File: src/rtl/ws_key_pkg.sv
// Shared types and helpers for the debounced push-button input block.
// The channel FSM encoding and the effective debounce counter width live here.
package ws_key_pkg;

  typedef enum logic [1:0] {
    IDLE         = 2'd0,
    PRESS_WAIT   = 2'd1,
    HELD         = 2'd2,
    RELEASE_WAIT = 2'd3
  } key_fsm_t;

  // Simulation builds use a 16-cycle stable period instead of ~21 ms.
  function automatic int cw_eff(input int c_size, input int sim);
    return (sim != 0) ? 4 : c_size;
  endfunction

endpackage

File: src/rtl/ws_key_chan.sv
// One push-button channel: two-flop synchroniser, debounce FSM, hold timer.
// All outputs are registered; the raw key input never reaches an output combinationally.
//
// state        | meaning
// -------------+---------------------------------------------------------
// IDLE         | key released and stable
// PRESS_WAIT   | key seen low, waiting for a full stable period
// HELD         | press accepted, timing the hold for the long-press pulse
// RELEASE_WAIT | key seen high, waiting for a full stable period
module ws_key_chan
  import ws_key_pkg::*;
#(
  parameter int CW_EFF    = 4,
  parameter int LONG_SIZE = 4
) (
  input  logic clk_50m,
  input  logic rst_n,
  input  logic key_n,
  output logic key_state,
  output logic key_press,
  output logic key_release,
  output logic key_long
);

  localparam logic [CW_EFF-1:0]    CNT_MAX  = '1;
  localparam logic [CW_EFF-1:0]    CNT_ONE  = CW_EFF'(1);
  localparam logic [LONG_SIZE-1:0] LCNT_MAX = '1;
  localparam logic [LONG_SIZE-1:0] LCNT_ONE = LONG_SIZE'(1);
  localparam logic [LONG_SIZE-1:0] LCNT_PRE = LONG_SIZE'((1 << LONG_SIZE) - 2);

  logic [1:0]           sync_q;
  logic                 sync;
  key_fsm_t             state_q, state_d;
  logic [CW_EFF-1:0]    cnt_q, cnt_d;
  logic [LONG_SIZE-1:0] lcnt_q, lcnt_d;
  logic                 kst_q, kst_d;
  logic                 press_q, press_d;
  logic                 rel_q, rel_d;
  logic                 long_q, long_d;

  // Synchroniser resets to the released level so reset never looks like a press.
  always_ff @(posedge clk_50m or negedge rst_n) begin
    if (!rst_n) begin
      sync_q <= 2'b11;
    end else begin
      sync_q <= {sync_q[0], key_n};
    end
  end

  assign sync = sync_q[1];

  always_ff @(posedge clk_50m or negedge rst_n) begin
    if (!rst_n) begin
      state_q <= IDLE;
      cnt_q   <= '0;
      lcnt_q  <= '0;
      kst_q   <= 1'b0;
      press_q <= 1'b0;
      rel_q   <= 1'b0;
      long_q  <= 1'b0;
    end else begin
      state_q <= state_d;
      cnt_q   <= cnt_d;
      lcnt_q  <= lcnt_d;
      kst_q   <= kst_d;
      press_q <= press_d;
      rel_q   <= rel_d;
      long_q  <= long_d;
    end
  end

  always_comb begin
    state_d = state_q;
    cnt_d   = cnt_q;
    lcnt_d  = lcnt_q;
    kst_d   = kst_q;
    press_d = 1'b0;
    rel_d   = 1'b0;
    long_d  = 1'b0;
    unique case (state_q)
      IDLE: begin
        if (!sync) begin
          state_d = PRESS_WAIT;
          cnt_d   = '0;
        end
      end
      PRESS_WAIT: begin
        if (sync) begin
          state_d = IDLE;
        end else if (cnt_q == CNT_MAX) begin
          state_d = HELD;
          kst_d   = 1'b1;
          press_d = 1'b1;
          cnt_d   = '0;
          lcnt_d  = '0;
        end else begin
          cnt_d = cnt_q + CNT_ONE;
        end
      end
      HELD: begin
        if (sync) begin
          state_d = RELEASE_WAIT;
          cnt_d   = '0;
        end else begin
          // cnt wraps freely; each wrap is one debounce period of hold time.
          cnt_d = cnt_q + CNT_ONE;
          if ((cnt_q == CNT_MAX) && (lcnt_q != LCNT_MAX)) begin
            lcnt_d = lcnt_q + LCNT_ONE;
            long_d = (lcnt_q == LCNT_PRE);
          end
        end
      end
      RELEASE_WAIT: begin
        // lcnt is kept on a bounce back to HELD so the long pulse cannot repeat.
        if (!sync) begin
          state_d = HELD;
          cnt_d   = '0;
        end else if (cnt_q == CNT_MAX) begin
          state_d = IDLE;
          kst_d   = 1'b0;
          rel_d   = 1'b1;
          lcnt_d  = '0;
        end else begin
          cnt_d = cnt_q + CNT_ONE;
        end
      end
      default: begin
        state_d = IDLE;
      end
    endcase
  end

  assign key_state   = kst_q;
  assign key_press   = press_q;
  assign key_release = rel_q;
  assign key_long    = long_q;

endmodule

File: src/rtl/ws_key_input.sv
// Debounced push-button input block: N_KEYS independent channels plus any_pressed.
// Inputs are active-low buttons asynchronous to clk_50m.
module ws_key_input
  import ws_key_pkg::*;
#(
  parameter int N_KEYS    = 4,
  parameter int C_SIZE    = 20,
  parameter int SIM       = 0,
  parameter int LONG_SIZE = 4
) (
  input  logic              clk_50m,
  input  logic              rst_n,
  input  logic [N_KEYS-1:0] key_n,
  output logic [N_KEYS-1:0] key_state,
  output logic [N_KEYS-1:0] key_press,
  output logic [N_KEYS-1:0] key_release,
  output logic [N_KEYS-1:0] key_long,
  output logic              any_pressed
);

  localparam int CW_EFF = cw_eff(C_SIZE, SIM);

  for (genvar i = 0; i < N_KEYS; i++) begin : g_chan
    ws_key_chan #(
      .CW_EFF   (CW_EFF),
      .LONG_SIZE(LONG_SIZE)
    ) u_chan (
      .clk_50m    (clk_50m),
      .rst_n      (rst_n),
      .key_n      (key_n[i]),
      .key_state  (key_state[i]),
      .key_press  (key_press[i]),
      .key_release(key_release[i]),
      .key_long   (key_long[i])
    );
  end

  assign any_pressed = |key_state;

endmodule

File: config.mk
export PLATFORM = sky130hd
export DESIGN_NAME = ws_key_input
export DESIGN_NICKNAME = d
export VERILOG_FILES = /design/src/rtl/ws_key_pkg.sv /design/src/rtl/ws_key_chan.sv /design/src/rtl/ws_key_input.sv
export SDC_FILE = /design/constraint.sdc
export NUM_CORES = 1
export LEC_CHECK = 0
export BUFFER_PORTS_ARGS = -buffer_cell sky130_fd_sc_hd__buf_4
export CAP_MARGIN = 20
export CORE_ASPECT_RATIO = 0.5
export CORE_MARGIN = 4
export CORE_UTILIZATION = 47
export DETAILED_ROUTE_END_ITERATION = 12
export GPL_TIMING_DRIVEN = 0
export HOLD_SLACK_MARGIN = 0.05
export SYNTH_ARGS = -nofsm -noshare
export SYNTH_HDL_FRONTEND = slang
export SYNTH_SLANG_ARGS = --single-unit
export TNS_END_PERCENT = 5
File: constraint.sdc
create_clock -name clk_50m -period 4.1 [get_ports clk_50m]
set_input_delay 1.025 -clock clk_50m [delete_from_list [all_inputs] [get_ports clk_50m]]
set_output_delay 1.025 -clock clk_50m [all_outputs]
set_load 0.01 [all_outputs]
==> results of run 1 <==
final timing paths:
check	startpoint	endpoint	slack, ns	cells past startpoint
min	g_chan[0].u_chan.sync_q[0]	g_chan[0].u_chan.sync_q[1]	0.35	0
max reg2reg	g_chan[1].u_chan.cnt_q[0]	g_chan[1].u_chan.cnt_q[19]	1.48	7
max in group asynchronous	rst_n	g_chan[3].u_chan.sync_q[1]	2.81	2
min in group asynchronous	rst_n	g_chan[1].u_chan.lcnt_q[2]	0.50	1
max	g_chan[1].u_chan.cnt_q[0]	g_chan[1].u_chan.cnt_q[19]	1.48	7
min reg2reg	g_chan[0].u_chan.sync_q[0]	g_chan[0].u_chan.sync_q[1]	0.35	0
critical path, delay by kind of cell (launching register included):
family	cells	cell delay (ns)
buffers and inverters	1	0.25
AOI/OAI and AO/OA	2	0.44
and+or+nand+nor	3	1.10
adders and majority gates	1	0.31
DFF	1	0.39
sequential cells by signal, summed over array words and instances (netlist names), named ones only:
register / flops
g_chan.u_chan.cnt_q: 80
g_chan.u_chan.key_long: 4
g_chan.u_chan.key_press: 4
g_chan.u_chan.key_release: 4
g_chan.u_chan.key_state: 4
g_chan.u_chan.lcnt_q: 16
g_chan.u_chan.state_q: 4
g_chan.u_chan.sync_q: 8
cell usage after synthesis (6+ instances only):
cell | n | area, um^2
sky130_fd_sc_hd__a2111oi_2 | 6 | 90.1
sky130_fd_sc_hd__a211oi_1 | 19 | 143
sky130_fd_sc_hd__a21oi_1 | 50 | 250
sky130_fd_sc_hd__a22oi_1 | 7 | 52.6
sky130_fd_sc_hd__a31oi_1 | 10 | 62.6
sky130_fd_sc_hd__and2_1 | 7 | 43.8
sky130_fd_sc_hd__and3_1 | 16 | 100
sky130_fd_sc_hd__and4_1 | 13 | 114
sky130_fd_sc_hd__buf_2 | 16 | 80.1
sky130_fd_sc_hd__buf_4 | 19 | 143
sky130_fd_sc_hd__clkbuf_1 | 16 | 60.1
sky130_fd_sc_hd__dfrtp_1 | 120 | 3000
sky130_fd_sc_hd__dfstp_2 | 8 | 210
sky130_fd_sc_hd__ha_1 | 12 | 150
sky130_fd_sc_hd__inv_1 | 28 | 105
sky130_fd_sc_hd__nand2_1 | 50 | 188
sky130_fd_sc_hd__nand2b_1 | 11 | 68.8
sky130_fd_sc_hd__nand3_1 | 43 | 215
sky130_fd_sc_hd__nand4_1 | 27 | 169
sky130_fd_sc_hd__nor2_1 | 60 | 225
sky130_fd_sc_hd__nor2b_1 | 7 | 43.8
sky130_fd_sc_hd__nor3_1 | 17 | 85.1
sky130_fd_sc_hd__o211ai_1 | 7 | 52.6
sky130_fd_sc_hd__o21ai_0 | 41 | 205
sky130_fd_sc_hd__o31ai_1 | 20 | 150
sky130_fd_sc_hd__or3_1 | 19 | 119
sky130_fd_sc_hd__or4_1 | 11 | 82.6
sky130_fd_sc_hd__xnor2_1 | 32 | 280
sky130_fd_sc_hd__xor2_1 | 6 | 52.6
cells by family (layout without fill, tap and decap cells):
group	after synthesis	after routing	synth area share [%]
compound gates	212	212	19.7
xor+xnor	38	38	4.54
fa+ha+maj	12	12	2.05
buf+inv	82	137	5.67
flops	128	128	43.8
mux	5	5	0.734
simple gates	306	306	23.5
cell type report:
| class | count | area, um^2 | share of cell area, % |
|---|---|---|---|
| Inverter | 28 | 105 | 1.25 |
| Clock buffer | 19 | 453 | 5.40 |
| Buffer | 54 | 310 | 3.70 |
| Clock inverter | 13 | 163 | 1.94 |
| Multi-Input combinational cell | 573 | 3700 | 44.1 |
| Sequential cell | 128 | 3210 | 38.3 |
| Timing Repair Buffer | 23 | 196 | 2.34 |
| Tap cell | 198 | 248 | 2.95 |
layer usage:
layer	wire length (um)	vias to the layer above
li1	-	3016
met1	8450	2971
met2	7390	99
met3	560	17
met4	161	0
met5	0	-
power by group:
part	total (mW)	switching, mW	internal [mW]
clock	1.58	0.597	0.987
sequential	1.33	0.0324	1.30
combinational	0.187	0.122	0.0654
per-stage QoR:
step / instance area (um^2) / worst slack [ns] / utilization, %
floorplan: 7330 / 2.13 / -
global route: 8390 / 1.27 / 56.5
detailed placement: 7770 / 1.50 / 52.3
global placement: 7740 / 1.51 / 52.1
CTS: 8390 / 1.48 / 56.5
finish: 8390 / 1.48 / 56.5
==> flow_summary.rst, run 1 <==
.. list-table::
   :header-rows: 1

   * - Metric
     - Value
   * - Post-synthesis sequential element count
     - around 130
   * - Global route total overflow
     - 0
   * - Number of flops mapped to enable cells by yosys
     - 0
   * - All-Layer GR Usage
     - 20.1%
   * - Max-slew headroom at the worst pin
     - between 30% and 40%
   * - MaxCap Viol Count
     - 0
   * - Total CTS buffers
     - 17
   * - Clock latency at the later pin of the worst-skew pair
     - roughly 0.42 ns
   * - Number of antenna violations at the first check in global routing
     - 0
   * - Startpoint class of the critical path
     - register
   * - Final setup violation count
     - 0
   * - CTS HTree Levels
     - 4
   * - Clock slew seen by the registers of the worst setup and hold paths
     - around 0.06 ns
   * - Fraction of met2 tracks used by global routing
     - 31.8%
   * - Crit path required time
     - about 4.4 ns
   * - Lkg Pwr
     - 3.42 nW
   * - Clock sink count
     - roughly 130
   * - Highest cell delay on the worst timing path
     - 0.64 ns
   * - Via/cell ratio
     - 5.89
   * - Placed cell count
     - about 1,000
   * - Unrepaired setup endpoints after global routing
     - no
   * - Clock Skews
     - about 0.011 ns
   * - Layout overhead on the synthesized area
     - 14.5%
   * - Clock tree from TritonCTS
     - yes
   * - Number of core rows
     - 31
   * - Wire per inst
     - about 16 um
   * - Most frequent standard cell in the layout excluding fill and tap cells
     - sky130_fd_sc_hd__dfrtp_1
   * - Type of the worst min-delay path
     - register to register
   * - Final worst-path cycle share
     - approximately 64%
   * - Total Die Area
     - about 0.018 mm^2
   * - Vias post-DR
     - around 6,100
   * - Overall die height
     - 96.3 um
   * - Largest net degree at the start of global routing
     - between 90 and 100
   * - Clock tree root buffer cell
     - sky130_fd_sc_hd__clkbuf_16
   * - Post-layout min period
     - about 2.6 ns
   * - Starting utilization of the core area
     - 49.3%
   * - Total I/O pin count
     - 23
   * - Type of the setup path with the least slack
     - register to register
   * - Min Hold Slack
     - roughly 0.35 ns
   * - Max-slew violation count
     - 0
   * - Number of distinct library cells after synthesis
     - 73
   * - Most used cells in the layout excluding fill and tap cells
     - 120 x sky130_fd_sc_hd__dfrtp_1, 60 x sky130_fd_sc_hd__nor2_1, 50 x sky130_fd_sc_hd__nand2_1, 50 x sky130_fd_sc_hd__a21oi_1, 43 x sky130_fd_sc_hd__nand3_1
   * - FMAX
     - about 0.38 GHz
   * - Seq/Total Area, Yosys
     - 43.8%
   * - Post-CTS setup-driven buffer insertion count
     - 0
   * - Number of resized instances in the post-cts repair step
     - 0
   * - Met3 routing resource usage after global routing
     - under 10%
   * - Synthesized area divided by synthesized cell count
     - 9.36 um^2
   * - Post-DP HPWL
     - about 11,000 um
   * - 1st-iter DRT viols
     - ~370
   * - VDD IR max
     - 0.305 mV
   * - Cell breakdown of the critical path
     - ha_1, and4_1, nand3_1, nor3_1, o31a_1, buf_4, a21oi_1
   * - Count of antenna-violating nets left after detailed routing
     - 0
   * - Fraction of synthesis flops using an asynchronous set or reset pin
     - 100%
   * - First-pass GRT wire length
     - 28,900 um
   * - CTS hold repair buffers
     - 0
   * - Final Hold Vio Count
     - 0
   * - Met1 Track Usage GR
     - 28.2%
   * - Number of global-route vias before repair
     - 5,904
   * - Sort of element at the end of the critical path
     - register
   * - Total length of routed wires
     - between 15,000 and 20,000 um
   * - Critical path's slowest cell
     - sky130_fd_sc_hd__nor3_1
   * - Total standard cell area after synthesis
     - ~0.0073 mm^2
   * - Post-Route Setup TNS
     - 0 ns
   * - Measured slew at the worst slew-check pin
     - approximately 0.93 ns
   * - Buffer depth of the longest clock path
     - 2
   * - Run status
     - finished clean
   * - Final #Nets
     - approximately 840
   * - Final-layout fill cell count
     - approximately 1,400
   * - Number of warnings reported in the yosys synthesis log
     - 0
   * - Share of cells above drive strength 1
     - around 16%
   * - DR DRC count
     - 0
   * - Power consumption
     - between 3 and 4 mW
   * - Gate Count Post-Synth
     - between 700 and 800
   * - Placeable core region
     - 0.0149 mm^2
   * - Most utilized layer in the global route result
     - met2
   * - Top_reg_cell synth
     - sky130_fd_sc_hd__dfrtp_1
   * - Net count after synthesis
     - ~800
   * - Number of cells in the finished layout apart from fillers
     - just over 1,000
   * - Antenna cells
     - 0
   * - Data arrival time of the worst path
     - 2.91 ns
   * - Max FO, Critical Path
     - 10
   * - Total power per unit cell area
     - between 300 and 400 mW/mm^2
   * - DIE WIDTH
     - about 180 um
   * - Number of iterations in the first detailed-routing pass
     - 5
   * - RD Place Congestion
     - around 0.87
   * - I/O Buffers
     - 22
No activity file was read; power rests on OpenSTA's default activity.
==> run 2: changes to the inputs <==
--- a/config.mk
+++ b/config.mk
@@ -13,6 +13,7 @@
 export DETAILED_ROUTE_END_ITERATION = 12
 export GPL_TIMING_DRIVEN = 0
 export HOLD_SLACK_MARGIN = 0.05
+export PLACE_DENSITY = 0.65
 export SYNTH_ARGS = -nofsm -noshare
 export SYNTH_HDL_FRONTEND = slang
 export SYNTH_SLANG_ARGS = --single-unit
==> constraint.sdc (replaced) <==
create_clock -name clk_50m -period 2.1 [get_ports clk_50m]
set_input_delay 0.525 -clock clk_50m [delete_from_list [all_inputs] [get_ports clk_50m]]
set_output_delay 0.525 -clock clk_50m [all_outputs]
set_load 0.01 [all_outputs]
==> run 2 against run 1 <==
Net effect: sequential power rose by 95%; first-iteration DRC count grew 4.0%; total power rose by 96%; non-clock buffer count rose by 8; global-route usage shrank 0.73 points; routed wire length decreased by 2.0%; final cell count rose by 0.77%; die area did not move.
==> flow_summary.rst, run 2 (same netlist as run 1, synthesis figures left out) <==
.. list-table::
   :header-rows: 1

   * - Metric
     - Value
   * - Multi-input combinational cell area
     - roughly 0.0039 mm^2
   * - Share of the core filled with cells
     - about three fifths
   * - I/O Buffers
     - 22
   * - Clock slew seen by the registers of the worst setup and hold paths
     - ~0.06 ns
   * - Most frequent standard cell in the layout excluding fill and tap cells
     - sky130_fd_sc_hd__dfrtp_1
   * - Crit. path cell count
     - 2
   * - Total length of routed wires
     - roughly 16,000 um
   * - Total Die Area
     - around 0.018 mm^2
   * - FMAX
     - between 0.4 and 0.5 GHz
   * - Crit path required time
     - about 1.6 ns
   * - Overall die height
     - ~96 um
   * - Layout overhead on the synthesized area
     - 19.0%
   * - Combined flip-flop and latch cell area
     - 0.00322 mm^2
   * - Register ranked first by flip-flop count
     - g_chan.u_chan.cnt_q
   * - Clock tree from TritonCTS
     - yes
   * - Number of antenna violations at the first check in global routing
     - 0
   * - Dominant delay contributor by cell family on the critical path
     - simple AND/OR/NAND/NOR gates
   * - Critical path's slowest cell
     - sky130_fd_sc_hd__or4_4
   * - Type of the setup path with the least slack
     - register to output port
   * - Start of the worst register-to-register path
     - g_chan[0].u_chan.cnt_q[0]
   * - CTS hold repair buffers
     - 0
   * - Vias post-DR
     - 6,154
   * - Min Hold Slack
     - around 0.10 ns
   * - Max FO, Critical Path
     - 4
   * - Antenna cells
     - 0
   * - MaxCap Viol Count
     - 0
   * - Buffer depth of the longest clock path
     - 2
   * - Clock sink count
     - 128
   * - Total CTS buffers
     - 17
   * - Final #Nets
     - 851
   * - Most used cells in the layout excluding fill and tap cells
     - 118 x sky130_fd_sc_hd__dfrtp_1, 56 x sky130_fd_sc_hd__nor2_1, 50 x sky130_fd_sc_hd__nand2_1
   * - Measured slew at the worst slew-check pin
     - roughly 0.62 ns
   * - DIE WIDTH
     - 185 um
   * - Share of cells above drive strength 1
     - 19.3%
   * - Data arrival time of the worst path
     - 1.53 ns
   * - Global route total overflow
     - 0
   * - Highest cell delay on the worst timing path
     - between 0.4 and 0.5 ns
   * - Final Hold Vio Count
     - 0
   * - Run status
     - finished clean
   * - Endpoint of the worst register-to-register path
     - g_chan[0].u_chan.cnt_q[11]
   * - VDD IR max
     - approximately 0.64 mV
   * - Largest net degree at the start of global routing
     - 67
   * - Placeable core region
     - 0.0149 mm^2
   * - Post-Route Setup TNS
     - 0 ns
   * - Starting utilization of the core area
     - 49.3%
   * - Post-Layout Inst Area
     - between 0.008 and 0.009 mm^2
   * - Number of iterations in the first detailed-routing pass
     - 5
   * - Total power per unit cell area
     - 697 mW/mm^2
   * - Wire per inst
     - 15.5 um
   * - Final worst-path cycle share
     - approximately 100%
   * - Post-placement cell area
     - 0.00777 mm^2
   * - Clock tree root buffer cell
     - sky130_fd_sc_hd__clkbuf_16
   * - Clock latency at the later pin of the worst-skew pair
     - between 0.4 and 0.5 ns
   * - Number of global-route vias before repair
     - between 5,000 and 6,000
   * - DR DRC count
     - 0
   * - Sort of element at the end of the critical path
     - output port
   * - Type of the worst min-delay path
     - input port to async pin
   * - Number of core rows
     - 31
   * - Lkg Pwr
     - 3.57 nW
   * - CTS HTree Levels
     - 4
   * - Startpoint class of the critical path
     - register
   * - Worst Reg-to-Reg Cells
     - 7
   * - Via/cell ratio
     - 5.89
   * - Max FFs per register
     - 80
   * - First-pass GRT wire length
     - between 20,000 and 30,000 um
   * - Total I/O pin count
     - 23
   * - Max-slew headroom at the worst pin
     - about three fifths
   * - Max-slew violation count
     - 0
   * - Reg2reg setup slack
     - around 0.060 ns
   * - 1st-iter DRT viols
     - 389
   * - Count of antenna-violating nets left after detailed routing
     - 0
   * - Post-layout min period
     - 2.06 ns
   * - Top Registers
     - g_chan.u_chan.cnt_q x80, g_chan.u_chan.lcnt_q x16, g_chan.u_chan.sync_q x8
   * - RD Place Congestion
     - about 0.88
   * - Unrepaired setup endpoints after global routing
     - yes
   * - Clock Skews
     - 0.0106 ns
   * - Final-layout fill cell count
     - 1,269
   * - Cell breakdown of the critical path
     - or4_4, buf_4
   * - Final setup violation count
     - 0
   * - All-Layer GR Usage
     - 19.3%
   * - Post-DP HPWL
     - around 11,000 um
   * - Buffering stage count on the worst path with inverters included
     - 1
run 2: worst max-delay path by stage:
stage | to | startpoint | slack [ns]
final | any_pressed | g_chan[3].u_chan.key_state | 0.04
after detailed placement | g_chan[1].u_chan.cnt_q[9] | g_chan[1].u_chan.cnt_q[0] | -0.45
after global placement | g_chan[1].u_chan.cnt_q[17] | g_chan[1].u_chan.cnt_q[0] | -0.42
after global routing | g_chan[3].u_chan.cnt_q[0] | register | -0.04
after floorplan | g_chan[3].u_chan.cnt_q[11] | g_chan[3].u_chan.cnt_q[0] | 0.14
after CTS | g_chan[3].u_chan.cnt_q[11] | g_chan[3].u_chan.cnt_q[0] | -0.07
run 2: routing by layer:
| layer | track usage [%] | up-vias | share of wire (%) |
|---|---|---|---|
| li1 | - | 3028 | - |
| met1 | 27.1 | 3004 | 50 |
| met2 | 30.2 | 108 | 45 |
| met3 | 4.49 | 14 | 3.4 |
| met4 | 5.72 | 0 | 1.1 |
| met5 | 0 | - | 0 |
run 2: final cells by class:
type | count | area share, %
clock inverter | 11 | 1.79
inverter | 28 | 1.21
sequential | 128 | 36.9
multi-input combinational | 573 | 45.1
tap | 198 | 2.84
clock buffer | 21 | 5.28
timing repair buffer | 32 | 3.17
buffer | 53 | 3.72
run 2: where the power goes:
part | switching, mW | internal (mW) | total (mW)
clock network | 1.13 | 1.94 | 3.07
registers | 0.0657 | 2.54 | 2.60
logic | 0.248 | 0.157 | 0.405
total | 1.44 | 4.63 | 6.08
run 2: through the flow:
stage / instances / setup WS (ns) / total power, mW
after floorplan: 783 / 0.138 / 2.87
after global placement: 1003 / -0.421 / 2.99
after detailed placement: 1004 / -0.454 / 3.01
after CTS: 1039 / -0.0702 / 6.11
after global routing: 1044 / -0.0403 / 6.33
final: 1044 / 0.0433 / 6.08
run 2: timing repair:
item / in CTS / in global routing
setup endpoints to repair: 53 / 81
setup buffers: 3 / 6
resized for setup: 14 / 40
pin swaps: 4 / 10
